File: src/rtl/wam_scr_acc.sv
// wam_scr_acc: whack-a-mole score accumulator.
// Rising edges on the hole lines are counted individually into a pending-hit
// queue. A small FSM drains the queue one hit at a time. Each hit adds PTS to a
// BCD working copy of the score, one digit per cycle, and then commits the
// result to registered BCD and binary score outputs. A level pulse is issued
// every LVL_HITS committed hits. The score saturates at the all-9s maximum.
module wam_scr_acc #(
  parameter int N_HOLES  = 8,
  parameter int NDIG     = 3,
  parameter int PTS      = 3,
  parameter int LVL_HITS = 10,
  parameter int PEND_W   = 4,
  parameter int BIN_W    = 10
) (
  input  logic                clk,
  input  logic                clr_n,
  input  logic                en,
  input  logic [N_HOLES-1:0]  hit,
  output logic [4*NDIG-1:0]   score_bcd,
  output logic [BIN_W-1:0]    score_bin,
  output logic                busy,
  output logic                sat,
  output logic                lvl_tick,
  output logic                drop
);

  localparam int MAX   = 10**NDIG - 1;
  localparam int IDX_W = (NDIG > 1) ? $clog2(NDIG) : 1;
  localparam int CNT_W = $clog2(N_HOLES + 1);
  localparam int SUM_W = ((PEND_W > CNT_W) ? PEND_W : CNT_W) + 1;
  localparam int LVL_W = (LVL_HITS > 1) ? $clog2(LVL_HITS) : 1;

  localparam logic [1:0] ST_IDLE   = 2'd0;
  localparam logic [1:0] ST_ADD    = 2'd1;
  localparam logic [1:0] ST_COMMIT = 2'd2;

  localparam logic [PEND_W-1:0] PEND_MAX = '1;
  localparam logic [BIN_W-1:0]  MAX_BIN  = BIN_W'(MAX);

  // Reject parameter sets the datapath cannot represent.
  generate
    if (MAX >= (2**BIN_W)) begin : g_bin_w_check
      $error("wam_scr_acc: BIN_W too narrow to hold the maximum score");
    end
    if (PTS < 1 || PTS > 9) begin : g_pts_check
      $error("wam_scr_acc: PTS must be a single BCD digit 1..9");
    end
    if (LVL_HITS < 1) begin : g_lvl_check
      $error("wam_scr_acc: LVL_HITS must be at least 1");
    end
  endgenerate

  logic [N_HOLES-1:0] hit_q;
  logic [PEND_W-1:0]  pend_q, pend_d;
  logic [1:0]         state_q, state_d;
  logic [3:0]         wrk_q [NDIG];
  logic [3:0]         wrk_d [NDIG];
  logic [IDX_W-1:0]   idx_q, idx_d;
  logic               cy_q, cy_d;
  logic [3:0]         bcd_q [NDIG];
  logic [3:0]         bcd_d [NDIG];
  logic [BIN_W-1:0]   score_bin_q, score_bin_d;
  logic               sat_q, sat_d;
  logic [LVL_W-1:0]   lvl_cnt_q, lvl_cnt_d;
  logic               lvl_tick_q, lvl_tick_d;
  logic               drop_q, drop_d;

  logic [N_HOLES-1:0] rise;
  logic [CNT_W-1:0]   nrise;
  logic [SUM_W-1:0]   pend_sum;
  logic [4:0]         digit_sum;
  logic [BIN_W:0]     bin_sum;

  // Per-line rising edges, counted individually so simultaneous hits all score.
  always_comb begin
    rise  = hit & ~hit_q;
    nrise = '0;
    if (en) begin
      for (int i = 0; i < N_HOLES; i++) begin
        nrise = nrise + CNT_W'(rise[i]);
      end
    end
  end

  // Pending queue: add new hits, retire one per commit, clip and flag losses.
  always_comb begin
    pend_sum = SUM_W'(pend_q) + SUM_W'(nrise) - SUM_W'(state_q == ST_COMMIT);
    if (pend_sum > SUM_W'(PEND_MAX)) begin
      pend_d = PEND_MAX;
      drop_d = 1'b1;
    end else begin
      pend_d = pend_sum[PEND_W-1:0];
      drop_d = 1'b0;
    end
  end

  // Scoring FSM: serial BCD add over the working copy, then commit or saturate.
  always_comb begin
    state_d     = state_q;
    wrk_d       = wrk_q;
    idx_d       = idx_q;
    cy_d        = cy_q;
    bcd_d       = bcd_q;
    score_bin_d = score_bin_q;
    sat_d       = sat_q;
    lvl_cnt_d   = lvl_cnt_q;
    lvl_tick_d  = 1'b0;
    digit_sum   = '0;
    bin_sum     = {1'b0, score_bin_q} + (BIN_W+1)'(PTS);

    case (state_q)
      ST_IDLE: begin
        if (pend_q != '0) begin
          wrk_d   = bcd_q;
          idx_d   = '0;
          cy_d    = 1'b0;
          state_d = ST_ADD;
        end
      end

      ST_ADD: begin
        for (int i = 0; i < NDIG; i++) begin
          if (IDX_W'(i) == idx_q) begin
            digit_sum = {1'b0, wrk_q[i]} + ((i == 0) ? 5'(PTS) : {4'b0, cy_q});
            if (digit_sum > 5'd9) begin
              wrk_d[i] = 4'(digit_sum - 5'd10);
              cy_d     = 1'b1;
            end else begin
              wrk_d[i] = digit_sum[3:0];
              cy_d     = 1'b0;
            end
          end
        end
        if (idx_q == IDX_W'(NDIG - 1)) begin
          state_d = ST_COMMIT;
        end else begin
          idx_d = idx_q + IDX_W'(1);
        end
      end

      ST_COMMIT: begin
        // A carry out of the top digit means the hit would overflow: keep the score.
        if (cy_q) begin
          sat_d = 1'b1;
        end else if (bin_sum > (BIN_W+1)'(MAX)) begin
          for (int i = 0; i < NDIG; i++) begin
            bcd_d[i] = 4'd9;
          end
          score_bin_d = MAX_BIN;
        end else begin
          bcd_d       = wrk_q;
          score_bin_d = bin_sum[BIN_W-1:0];
        end

        if (lvl_cnt_q == LVL_W'(LVL_HITS - 1)) begin
          lvl_cnt_d  = '0;
          lvl_tick_d = 1'b1;
        end else begin
          lvl_cnt_d = lvl_cnt_q + LVL_W'(1);
        end

        // Chain straight into the next hit so back-to-back hits cost NDIG+1 cycles.
        if (pend_d != '0) begin
          wrk_d   = bcd_d;
          idx_d   = '0;
          cy_d    = 1'b0;
          state_d = ST_ADD;
        end else begin
          state_d = ST_IDLE;
        end
      end

      default: state_d = ST_IDLE;
    endcase
  end

  // State registers; reset discards any partial sum in flight.
  always_ff @(posedge clk or negedge clr_n) begin
    if (!clr_n) begin
      hit_q       <= '0;
      pend_q      <= '0;
      state_q     <= ST_IDLE;
      wrk_q       <= '{default: 4'd0};
      idx_q       <= '0;
      cy_q        <= 1'b0;
      bcd_q       <= '{default: 4'd0};
      score_bin_q <= '0;
      sat_q       <= 1'b0;
      lvl_cnt_q   <= '0;
      lvl_tick_q  <= 1'b0;
      drop_q      <= 1'b0;
    end else begin
      hit_q       <= hit;
      pend_q      <= pend_d;
      state_q     <= state_d;
      wrk_q       <= wrk_d;
      idx_q       <= idx_d;
      cy_q        <= cy_d;
      bcd_q       <= bcd_d;
      score_bin_q <= score_bin_d;
      sat_q       <= sat_d;
      lvl_cnt_q   <= lvl_cnt_d;
      lvl_tick_q  <= lvl_tick_d;
      drop_q      <= drop_d;
    end
  end

  generate
    for (genvar gi = 0; gi < NDIG; gi++) begin : g_bcd_out
      assign score_bcd[4*gi +: 4] = bcd_q[gi];
    end
  endgenerate

  assign score_bin = score_bin_q;
  assign busy      = (state_q != ST_IDLE) || (pend_q != '0);
  assign sat       = sat_q;
  assign lvl_tick  = lvl_tick_q;
  assign drop      = drop_q;

endmodule

File: config.mk
export PLATFORM = sky130hd
export DESIGN_NAME = wam_scr_acc
export DESIGN_NICKNAME = d
export VERILOG_FILES = /design/src/rtl/wam_scr_acc.sv
export SDC_FILE = /design/constraint.sdc
export NUM_CORES = 1
export LEC_CHECK = 0
export BUFFER_PORTS_ARGS = -buffer_cell sky130_fd_sc_hd__buf_4
export CELL_PAD_IN_SITES_DETAIL_PLACEMENT = 0
export CELL_PAD_IN_SITES_GLOBAL_PLACEMENT = 1
export CORE_ASPECT_RATIO = 1.1
export CORE_UTILIZATION = 50
export DETAILED_ROUTE_END_ITERATION = 10
export PLACE_DENSITY_LB_ADDON = 0.1
export SYNTH_ARGS = -nofsm -noshare
export SYNTH_HDL_FRONTEND = slang
export SYNTH_SLANG_ARGS = --single-unit
File: constraint.sdc
create_clock -name clk -period 12.2 [get_ports clk]
set_input_delay 0.61 -clock clk [delete_from_list [all_inputs] [get_ports clk]]
set_output_delay 0.61 -clock clk [all_outputs]
set_load 0.01 [all_outputs]
==> impl_results.md <==
* Synth area leader: dfrtp_1
* Setup TNS at 0 ns
* CTS tree: done
* Synthesis-stage register bit count at 58
* Synthesized area at 0.00422 mm²
* Top_reg_cell synth: dfrtp_1
* Max Clock Freq at 180 MHz
* Antenna-violating nets left at 0
* Slew HR at 47.4%
* Post-cts hold buffer count at 0
* Placed cells at 611
* Register area share after synthesis at 34.4%
* Slew Viols, Final at 0
* Post-CTS setup buffer count at 0
* Reg2reg end: wrk_q[6]$_DFFE_PN0P_
* Static leakage at 2.18 nW
* Wire per inst at 16.5 µm
* Outcome: finished clean
* Data required, critical path at 12.42 ns
* RSZ-0062 raised after global routing: false
* Flop pwr share at 29.4%
* Maxcap violations at 0
* Die height at 98.4 µm
* Synth area leaders: dfrtp_1 34%, ha_1 8.9%, nand2_1 5.6%
* FF-to-FF Start: hit_q[0]$_DFF_PN0_
* # IOs at 37
* Initial DRC count at 191
* Synth warn at 0
* Worst min-delay path category: in -> async
* Clock share of power at 15.3%
* Top-area cell type share of the netlist area at 34.4%
* First-pass GRT wire length at 17,600 µm
* DR vias at 3,703
* Htree depth at 3
* Crit Path Class: reg -> reg
* Initial Utilization at 52.5%
* Core Area at 0.00804 mm²
* Final Hold Fails at 0
* Antenna cells at 0
* Number of global-route vias before repair at 3,639
* Crit path capture: wrk_q[6]$_DFFE_PN0P_
* Netlist cell types at 66
* Maximum VDD drop at 0.000119 V
* Pwr per Cell Area at 256 mW/mm²
* Internal power at 0.657 mW
* Avg Synthesized Cell Area at 8.58 µm²
* Initial antenna violation count at 0
* Synthesized net count at 538
* Clk sinks at 58
* Root buffer cell: clkbuf_8
* Top-count cell post-synth: nand2_1
* GP Congestion at 0.864
* Vias/cell at 5.91
* Clk_lat worst skew at 0.35 ns
* Post-Layout Cell Count at 627
* Critical Path Sink Type: flip-flop
* Finish-stage setup viols at 0
* Worst-path fanout max at 16
* Comb pwr share at 55.3%
* DRC violations left at 0
* Number of synthesized flops with an enable pin at 0
* Startpoint class of the critical path: flip-flop
* Final wirelength at 10,400 µm
* Num rows at 34
* Chip width at 89.6 µm
* Reg2Reg Depth at 16
* Buffer depth of the longest clock path at 2
* Input/output buffers at 36
* Final nets at 560
* Asr flop ratio synth at 100%
* Synth top cells by count: 63 x nand2_1, 58 x dfrtp_1, 35 x inv_1
* Final Cycle Share at 45.6%
* Fin Clk Skew at 0.0125 ns
* WP data arrival at 5.78 ns
* Sw frac at 45.9%
* Worst-path clk slew at 0.07 ns
* 1st-pass router iterations at 5
* Layout area overhead at 12.0%
* Global route overflow at 0
* Largest net degree at the start of global routing at 59
* Share of layout cells above drive strength 1 at 12.7%
* Total CTS buffers at 9
* Synthesized instance count at 492
* Sw power at 0.556 mW
* Crit. Startpoint: hit_q[0]$_DFF_PN0_
* Gr usage total at 25.7%
* Fin crit period at 5.56 ns
* Die area at 0.00881 mm²
* Slew @ Worst Pin at 0.789 ns
* HPWL after detailed placement at 7100 µm
* Setup slack, reg-to-reg at 6.64 ns
* Post-CTS sizing at 0
## cell usage in the layout, fill, tap and decap left out, drive strengths merged, types with 4 or more instances in the layout
cell type / count
a211o: 4
inv: 35
o211ai: 7
nor2b: 11
and3: 4
nand2b: 18
nor3b: 5
a211oi: 8
nor4: 6
dfrtp: 58
nor2: 26
and2: 6
a21oi: 20
xnor2: 5
fa: 5
o21a: 4
a31oi: 8
clkbuf: 11
nand4: 5
nand2: 63
o21ai: 15
nor3: 13
nand3: 25
buf: 40
a21o: 5
a221o: 5
o31ai: 4
xor2: 8
ha: 30
o311ai: 4
## worst min path at each step
stage	startpoint	end	slack [ns]	depth (start not counted)
finish	clr_n	hit_q[2]$_DFF_PN0_	0.32	1
global placement	sat$_DFFE_PN0P_	sat$_DFFE_PN0P_	0.48	1
CTS	clr_n	state_q[0]$_DFFE_PN0P_	0.37	1
detailed placement	sat$_DFFE_PN0P_	sat$_DFFE_PN0P_	0.49	1
floorplan	clr_n	cy_q$_DFFE_PN0P_	0.31	0
global route	hit[2]	hit_q[2]$_DFF_PN0_	0.36	1
## logic make-up (layout without fill, tap and decap cells)
family	count (synthesis)	count (layout)	share of synthesized area (%)
XOR/XNOR	13	13	2.70
adder cells (fa/ha/maj)	35	35	11.3
AO/OA/AOI/OAI	119	119	20.4
multiplexers	4	4	0.978
flip-flops	58	58	34.4
buffers and inverters	64	91	6.22
AND/OR/NAND/NOR	199	199	24.1
## power by group through the flow
stage	clock network [mW]	logic (mW)	registers (mW)
final	0.185	0.671	0.356
after global routing	0.197	0.762	0.370
after CTS	0.187	0.673	0.355
after detailed placement	0	0.667	0.358
after global placement	0	0.654	0.355
after floorplan	0	0.512	0.326
## flip-flops by register name (all words and copies together) (netlist names), 2 cells and up
register,count
state_q,2
score_bcd,12
lvl_cnt_q,4
hit_q,8
wrk_q,12
pend_q,4
idx_q,2
score_bin,10
## routing by layer
layer	global-route usage, %	wire length, µm	vias up
met5	0	0	-
met4	7.94	104	0
met3	5.24	525	12
met2	41.8	5110	104
met1	34.1	4610	1784
li1	-	-	1803
## final cells by class
class | instances | area (µm²)
flip-flops and latches | 58 | 1450
clock buffers | 11 | 151
inverters | 35 | 131
repair buffers | 40 | 300
multi-input cells | 370 | 2510
fillers | 739 | 3310
clock inverters | 5 | 52.6
well taps | 108 | 135
## metrics by stage
step	area, µm²	power, mW	hold WS, ns	utilization, %	worst slack (ns)
2_1_floorplan	4220	0.838	0.314	-	6.92
5_1_grt	4730	1.33	0.360	58.8	6.30
6_report	4730	1.21	0.318	58.8	6.64
4_1_cts	4730	1.22	0.372	58.8	6.63
3_3_place_gp	4530	1.01	0.478	56.3	6.48
3_5_place_dp	4530	1.03	0.487	56.3	6.38
## worst max-delay path, cell delays in order, from the launching register on
cell	delay, ns
dfrtp_1	0.35
nand2b_1	0.16
fa_1	0.52
fa_1	0.54
inv_1	0.06
fa_1	0.48
ha_1	0.23
fa_1	0.49
nand2_1	0.05
ha_1	0.31
fa_1	0.46
nand2b_1	0.16
a21oi_1	0.15
xnor2_1	0.32
and4_1	0.73
nor3_1	0.13
a221o_1	0.29
Note: power is estimated with default switching activity, not from simulation.
